`src/rtl/pri_analyzer_if.sv`:
```
// Bundle between the pulse detector and the PRI analyser: detector
// outputs (enable, PC, TOA) in one direction and PRI statistics in the other.
interface pri_analyzer_if #(
  parameter int TIME_W = 32
);
  logic              enable;
  logic [TIME_W-1:0] PC;
  logic [TIME_W-1:0] TOA;
  logic [TIME_W-1:0] PRI;
  logic [TIME_W-1:0] PRI_AVG;
  logic [TIME_W-1:0] PRI_MIN;
  logic [TIME_W-1:0] PRI_MAX;
  logic              pri_valid;
  logic              stable;
  logic              window_done;
  logic [15:0]       resync_cnt;

  modport master (
    output enable, PC, TOA,
    input  PRI, PRI_AVG, PRI_MIN, PRI_MAX, pri_valid, stable, window_done, resync_cnt
  );

  modport slave (
    input  enable, PC, TOA,
    output PRI, PRI_AVG, PRI_MIN, PRI_MAX, pri_valid, stable, window_done, resync_cnt
  );
endinterface

```
`src/rtl/pri_analyzer.sv`:
```
// Pulse repetition interval analyser: measures intervals between detector
// pulses, publishes windowed average/min/max and a jitter-stability flag.
module pri_analyzer #(
  parameter int TIME_W   = 32,
  parameter int AVG_LOG2 = 3,
  parameter int TOL      = 16,
  parameter int TIMEOUT  = 1024
) (
  input logic          clock,
  input logic          reset,
  pri_analyzer_if.slave bus
);

  localparam int WIN   = 1 << AVG_LOG2;
  localparam int SUM_W = TIME_W + AVG_LOG2;
  localparam int CNT_W = AVG_LOG2 + 1;
  localparam int TMO_W = $clog2(TIMEOUT + 1);

  localparam logic [1:0] S_IDLE   = 2'd0;
  localparam logic [1:0] S_FIRST  = 2'd1;
  localparam logic [1:0] S_ACCUM  = 2'd2;
  localparam logic [1:0] S_LOCKED = 2'd3;

  function automatic logic [15:0] sat_inc16(input logic [15:0] v);
    return (v == 16'hFFFF) ? v : v + 16'd1;
  endfunction

  // Truncating divide by the window length: the top TIME_W bits of the sum.
  function automatic logic [TIME_W-1:0] win_avg(input logic [SUM_W-1:0] s);
    return s[AVG_LOG2 +: TIME_W];
  endfunction

  logic [1:0]        state_q, state_d;
  logic [TIME_W-1:0] pc_prev_q, pc_prev_d;
  logic [TIME_W-1:0] toa_prev_q, toa_prev_d;
  logic [TIME_W-1:0] pri_q, pri_d;
  logic [TIME_W-1:0] avg_q, avg_d;
  logic [TIME_W-1:0] min_q, min_d;
  logic [TIME_W-1:0] max_q, max_d;
  logic [TIME_W-1:0] win_min_q, win_min_d;
  logic [TIME_W-1:0] win_max_q, win_max_d;
  logic [SUM_W-1:0]  sum_q, sum_d;
  logic [CNT_W-1:0]  cnt_q, cnt_d;
  logic [TMO_W-1:0]  tmo_q, tmo_d;
  logic              pri_valid_q, pri_valid_d;
  logic              stable_q, stable_d;
  logic              window_done_q, window_done_d;
  logic [15:0]       resync_q, resync_d;

  logic              evt;
  logic              in_seq;
  logic [TIME_W-1:0] interval;
  logic [SUM_W-1:0]  sum_next;
  logic [CNT_W-1:0]  cnt_next;
  logic [TIME_W-1:0] min_next;
  logic [TIME_W-1:0] max_next;
  logic              win_full;

  assign evt      = bus.enable && (bus.PC != pc_prev_q);
  assign in_seq   = (bus.PC - pc_prev_q) == TIME_W'(1);
  assign interval = bus.TOA - toa_prev_q;  // modulo 2^TIME_W, wrap-safe

  // An empty window (cnt == 0) seeds sum/min/max from the current interval.
  assign sum_next = ((cnt_q == '0) ? '0 : sum_q) + SUM_W'(interval);
  assign cnt_next = cnt_q + CNT_W'(1);
  assign min_next = ((cnt_q == '0) || (interval < win_min_q)) ? interval : win_min_q;
  assign max_next = ((cnt_q == '0) || (interval > win_max_q)) ? interval : win_max_q;
  assign win_full = (cnt_next == CNT_W'(WIN));

  always_comb begin
    state_d       = state_q;
    pc_prev_d     = pc_prev_q;
    toa_prev_d    = toa_prev_q;
    pri_d         = pri_q;
    avg_d         = avg_q;
    min_d         = min_q;
    max_d         = max_q;
    win_min_d     = win_min_q;
    win_max_d     = win_max_q;
    sum_d         = sum_q;
    cnt_d         = cnt_q;
    tmo_d         = tmo_q;
    pri_valid_d   = pri_valid_q;
    stable_d      = stable_q;
    window_done_d = 1'b0;
    resync_d      = resync_q;

    if (bus.enable) begin
      pc_prev_d = bus.PC;
      if (evt) begin
        tmo_d      = '0;
        toa_prev_d = bus.TOA;
        if (state_q == S_IDLE) begin
          state_d = S_FIRST;
          sum_d   = '0;
          cnt_d   = '0;
        end else if (!in_seq) begin
          // Missed or repeated pulses: restart from this TOA, keep published stats.
          resync_d = sat_inc16(resync_q);
          state_d  = S_FIRST;
          sum_d    = '0;
          cnt_d    = '0;
        end else begin
          pri_d     = interval;
          win_min_d = min_next;
          win_max_d = max_next;
          if (win_full) begin
            avg_d         = win_avg(sum_next);
            min_d         = min_next;
            max_d         = max_next;
            stable_d      = (max_next - min_next) <= TIME_W'(TOL);
            pri_valid_d   = 1'b1;
            window_done_d = 1'b1;
            sum_d         = '0;
            cnt_d         = '0;
            state_d       = S_LOCKED;
          end else begin
            sum_d = sum_next;
            cnt_d = cnt_next;
            if (state_q == S_FIRST) state_d = S_ACCUM;
          end
        end
      end else if (state_q != S_IDLE) begin
        // Lost the pulse train: drop lock but keep the last measured values.
        if (tmo_q == TMO_W'(TIMEOUT - 1)) begin
          state_d     = S_IDLE;
          pri_valid_d = 1'b0;
          stable_d    = 1'b0;
          sum_d       = '0;
          cnt_d       = '0;
          tmo_d       = '0;
        end else begin
          tmo_d = tmo_q + TMO_W'(1);
        end
      end
    end
  end

  always_ff @(posedge clock) begin
    if (reset) begin
      state_q       <= S_IDLE;
      pc_prev_q     <= '0;
      toa_prev_q    <= '0;
      pri_q         <= '0;
      avg_q         <= '0;
      min_q         <= '0;
      max_q         <= '0;
      win_min_q     <= '0;
      win_max_q     <= '0;
      sum_q         <= '0;
      cnt_q         <= '0;
      tmo_q         <= '0;
      pri_valid_q   <= 1'b0;
      stable_q      <= 1'b0;
      window_done_q <= 1'b0;
      resync_q      <= '0;
    end else begin
      state_q       <= state_d;
      pc_prev_q     <= pc_prev_d;
      toa_prev_q    <= toa_prev_d;
      pri_q         <= pri_d;
      avg_q         <= avg_d;
      min_q         <= min_d;
      max_q         <= max_d;
      win_min_q     <= win_min_d;
      win_max_q     <= win_max_d;
      sum_q         <= sum_d;
      cnt_q         <= cnt_d;
      tmo_q         <= tmo_d;
      pri_valid_q   <= pri_valid_d;
      stable_q      <= stable_d;
      window_done_q <= window_done_d;
      resync_q      <= resync_d;
    end
  end

  assign bus.PRI         = pri_q;
  assign bus.PRI_AVG     = avg_q;
  assign bus.PRI_MIN     = min_q;
  assign bus.PRI_MAX     = max_q;
  assign bus.pri_valid   = pri_valid_q;
  assign bus.stable      = stable_q;
  assign bus.window_done = window_done_q;
  assign bus.resync_cnt  = resync_q;

endmodule

```
`src/flat_wrapper.sv`:
```
// flat-port wrapper written by rule: the top's interface ports become plain ports
module pri_analyzer_flat 
#(
  parameter int TIME_W   = 32,
  parameter int AVG_LOG2 = 3,
  parameter int TOL      = 16,
  parameter int TIMEOUT  = 1024
)
  (clock, reset, bus_enable, bus_PC, bus_TOA, bus_PRI, bus_PRI_AVG, bus_PRI_MIN, bus_PRI_MAX, bus_pri_valid, bus_stable, bus_window_done, bus_resync_cnt);
  pri_analyzer_if #(.TIME_W(TIME_W)) bus_i ();
  input logic clock;
  input logic reset;
  input wire logic [$bits(bus_i.enable)-1:0] bus_enable;
  input wire logic [$bits(bus_i.PC)-1:0] bus_PC;
  input wire logic [$bits(bus_i.TOA)-1:0] bus_TOA;
  output wire logic [$bits(bus_i.PRI)-1:0] bus_PRI;
  output wire logic [$bits(bus_i.PRI_AVG)-1:0] bus_PRI_AVG;
  output wire logic [$bits(bus_i.PRI_MIN)-1:0] bus_PRI_MIN;
  output wire logic [$bits(bus_i.PRI_MAX)-1:0] bus_PRI_MAX;
  output wire logic [$bits(bus_i.pri_valid)-1:0] bus_pri_valid;
  output wire logic [$bits(bus_i.stable)-1:0] bus_stable;
  output wire logic [$bits(bus_i.window_done)-1:0] bus_window_done;
  output wire logic [$bits(bus_i.resync_cnt)-1:0] bus_resync_cnt;
  assign bus_i.enable = bus_enable;
  assign bus_i.PC = bus_PC;
  assign bus_i.TOA = bus_TOA;
  assign bus_PRI = bus_i.PRI;
  assign bus_PRI_AVG = bus_i.PRI_AVG;
  assign bus_PRI_MIN = bus_i.PRI_MIN;
  assign bus_PRI_MAX = bus_i.PRI_MAX;
  assign bus_pri_valid = bus_i.pri_valid;
  assign bus_stable = bus_i.stable;
  assign bus_window_done = bus_i.window_done;
  assign bus_resync_cnt = bus_i.resync_cnt;
  pri_analyzer #(.TIME_W(TIME_W), .AVG_LOG2(AVG_LOG2), .TOL(TOL), .TIMEOUT(TIMEOUT)) u_core (.clock(clock), .reset(reset), .bus(bus_i));
endmodule
```
`config.mk`:
```
export PLATFORM = sky130hd
export DESIGN_NAME = pri_analyzer_flat
export DESIGN_NICKNAME = d
export VERILOG_FILES = /design/src/rtl/pri_analyzer_if.sv /design/src/rtl/pri_analyzer.sv /design/src/flat_wrapper.sv
export SDC_FILE = /design/constraint.sdc
export NUM_CORES = 1
export LEC_CHECK = 0
export CAP_MARGIN = 30
export CORE_MARGIN = 4
export CORE_UTILIZATION = 38
export CTS_BUF_LIST = sky130_fd_sc_hd__clkbuf_4
export CTS_CLUSTER_DIAMETER = 120
export DETAILED_ROUTE_END_ITERATION = 16
export PLACE_DENSITY = 0.64
export SLEW_MARGIN = 20
export SYNTH_ARGS = -nofsm -noshare
export SYNTH_HDL_FRONTEND = slang
export SYNTH_SLANG_ARGS = --single-unit
```
`constraint.sdc`:
```
create_clock -name clock -period 9 [get_ports clock]
set_clock_uncertainty 0.2 [all_clocks]
set_input_delay 0.9 -clock clock [delete_from_list [all_inputs] [get_ports clock]]
set_output_delay 0.9 -clock clock [all_outputs]
set_load 0.005 [all_outputs]
```
==> impl_metrics.json <==
{
  "hold_viol": 0,
  "rows": 86,
  "design.die.area_mm2": 0.0599,
  "finalWirelength_mm": 72.9,
  "critPathSlowestCell": "or4_1",
  "arrival_ns": 9.19,
  "async_flop_share_pct": 0,
  "cpPeakStageDelay_ns": 0.57,
  "register_area_mm2": 0.00655,
  "ys.warnings.count": 0,
  "dr.pass1.iters": 7,
  "setup_viol": 0,
  "synth_ff_type": "dfxtp_1",
  "rr_startpoint": "u_core.toa_prev_q[0]$_SDFFE_PP0P_",
  "fin_crit_ns": 8.64,
  "clk_latency_ns": 0.85,
  "slew_headroom_pct": 38.6,
  "cp_common_cell": "a21oi_1",
  "core-area_mm2": 0.0553,
  "grt_pass1_wl_mm": 115,
  "fillerInstances": 5498,
  "final_layout_size_suffix_gt1_share_pct": 12.5,
  "avgViaCountPerCell": 5.39,
  "maxSlewViolCount": 0,
  "cp-end-kind": "flop",
  "ios": 214,
  "die_w_um": 245,
  "wl_met3_mm": 4.99,
  "routedWlPerCell_um": 18.1,
  "setup-tns-final_ns": 0,
  "synth_compound_area_share_pct": 22.7,
  "cts_buffers": 92,
  "cts_root_buf": "clkbuf_4",
  "yosysSeqAreaShare_pct": 30.7,
  "synth_cell_types": 82,
  "nets": 3483,
  "worst_slew_pin_slew_ns": 0.920,
  "cts_max_path_buffers": 3,
  "hpwl_mm": 55.0,
  "maxCapViolCount": 0,
  "cts_hold_buf": 0,
  "path_max_fanout": 7,
  "cts_tree": "built",
  "min_from": "u_core.sum_q[22]$_SDFFE_PP0P_",
  "syn-mean-instance-area_um2": 7.55,
  "synthCells": 2822,
  "dpl-instance-area_mm2": 0.0255,
  "hold_path.class": "reg -> reg",
  "area_delta_synth_final_pct": 25.5,
  "wirelength_met1_mm": 34.0,
  "critPathRequiredTime_ns": 9.55,
  "remaining_drc_errors": 0,
  "crit_type": "in -> reg",
  "grt_max_degree": 99,
  "synth_edf_count": 0,
  "synth_xor_area_share_pct": 3.62,
  "antenna_found_initial": 1,
  "synth_area_mm2": 0.0213,
  "dr.max_layer_used": "met4",
  "synthMuxAreaShare_pct": 2.95,
  "yosys.area_share.simple_pct": 22.5,
  "drtAntennaViolNets": 0,
  "clkSlewWorstSetupHoldPaths_ns": 0.06,
  "synth-seq-cells": 327,
  "drt_iter0_markers": 1841,
  "portBuffers": 213,
  "synth_top_family_by_area": "compound AO/OA/AOI/OAI gates",
  "initial_utilization_pct": 38.5,
  "routabilityCongestion": 0.952,
  "final.period_utilization_pct": 96.0,
  "htree_levels": 3,
  "p_leak_nw": 10.6,
  "synth_nets": 3084,
  "power_density_mw_per_mm2": 173,
  "multi_input_area_mm2": 0.0135,
  "fmax_mhz": 116,
  "critPathLaunchType": "primary input",
  "die_height_um": 245,
  "grt-ovfl-total": 0,
  "dr_wl_met2_mm": 32.0,
  "outcome": "finished clean",
  "synth_fa_ha_area_share_pct": 11.6,
  "grt_pass1_vias": 21000,
  "numClockSinks": 327,
  "final_area_mm2": 0.0267,
  "cp-startpoint": "bus_TOA[0]",
  "grt_usage_pct": 23.6,
  "vias": 21700,
  "vdd_drop_max_uv": 87.0
}
## cell usage after synthesis (all sizes together), types with 8 or more instances
cell	instances	area (µm²)
nand2	504	1890
nand2b	34	213
xnor2	48	420
o211a	8	80.1
o21bai	17	128
or3	22	138
nand3	53	265
o211ai	14	105
nand4	33	213
a21o	63	473
inv	192	721
dfxtp	327	6550
a21oi	329	1660
a31o	9	78.8
a211oi	50	375
mux2i	47	470
o21ai	165	826
xor2	40	350
and3	17	106
o21a	19	143
buf	32	196
mux2	14	158
nor3	42	231
clkbuf	91	342
and2	47	294
a2111oi	11	103
o2111ai	8	70.1
nor4	19	140
or2	12	75.1
a31oi	23	150
or4	9	67.6
ha	192	2400
nor2	196	736
nor2b	22	138
a22o	13	114
## metal layers
layer | track usage (%) | vias up
met5 | 0 | -
met4 | 7.50 | 0
met3 | 4.15 | 117
met2 | 37.0 | 704
met1 | 33.0 | 10200
li1 | - | 10700
## kinds of logic after synthesis
| logic type | after synthesis |
|---|---|
| simple gates | 1043 |
| compound gates | 792 |
| flops | 327 |
| buf+inv | 316 |
| fa+ha+maj | 195 |
| xor+xnor | 88 |
| mux | 61 |
## sequential cells by signal, indices dropped and copies added, names as in the netlist
register	count
u_core.bus.PRI_MIN	32
u_core.bus.stable	1
u_core.tmo_q	11
u_core.bus.PRI_AVG	32
u_core.bus.pri_valid	1
u_core.bus.window_done	1
u_core.cnt_q	4
u_core.state_q	2
u_core.toa_prev_q	32
u_core.bus.PRI_MAX	32
u_core.bus.PRI	32
u_core.pc_prev_q	32
u_core.bus.resync_cnt	16
u_core.sum_q	35
u_core.win_max_q	32
u_core.win_min_q	32
## final cells by class
cell class	count	area share [%]
multi-input cells	2179	50.6
flip-flops and latches	327	24.5
repair buffers	428	14.3
clock buffers	130	3.65
well taps	748	3.50
inverters	193	2.71
clock inverters	28	0.674
diodes	2	0.0187
## worst max-delay path, delay by kind of cell
kind	cells	cell delay, ns
compound gates	22	4.41
xor+xnor	1	0.18
fa+ha+maj	4	1.21
buf+inv	6	1.20
simple gates	7	1.30
## power by group
part           total (mW)  internal, mW  switching, mW  leakage [nW]
clock                1.39         0.721          0.669         0.679
sequential           1.47          1.46        0.00903          2.65
combinational        1.77         0.774          0.996          7.32
total                4.63          2.96           1.67          10.6
## per-stage QoR
stage	setup slack, ns	hold WS, ns	total power, mW	utilization (%)	std cells
floorplan	0.273	0.217	2.51	-	2822
global placement	-0.357	0.226	3.21	46.1	3872
detailed placement	-0.524	0.234	3.23	46.1	3873
CTS	0.355	0.250	4.65	48.2	4031
global route	-0.00366	0.271	4.93	48.3	4035
finish	0.360	0.244	4.63	48.3	4035
## cells in the final DEF, fill, tap and decap left out, types with 12 or more instances in the layout
master	count
a211oi_1	49
a21o_1	63
a21oi_1	325
a22o_1	13
a31oi_1	22
and2_1	47
and3_1	17
buf_4	209
clkbuf_4	130
clkdlybuf4s50_1	211
clkinv_1	20
dfxtp_1	327
ha_1	192
inv_1	192
mux2_2	14
mux2i_1	47
nand2_1	503
nand2b_1	34
nand3_1	53
nand4_1	32
nor2_1	196
nor2b_1	22
nor3_1	39
nor4_1	17
o211ai_1	14
o21a_1	19
o21ai_0	152
o21ai_1	12
o21bai_1	17
or2_2	12
or3_1	22
xnor2_1	47
xor2_1	40
## worst paths after layout
check                                    to  slack, ns  cells after the start
max          u_core.bus.stable$_SDFFE_PP0P_       0.36                     40
min           u_core.sum_q[22]$_SDFFE_PP0P_       0.24                      2
max reg2reg  u_core.bus.stable$_SDFFE_PP0P_       0.69                     38
min reg2reg   u_core.sum_q[22]$_SDFFE_PP0P_       0.24                      2
## repair_timing
action	4_1_cts	5_1_grt
gates resized for setup	0	8
buffers inserted	0	1
endpoints found under the setup margin	0	1
Note: power is estimated with default switching activity, not from simulation.
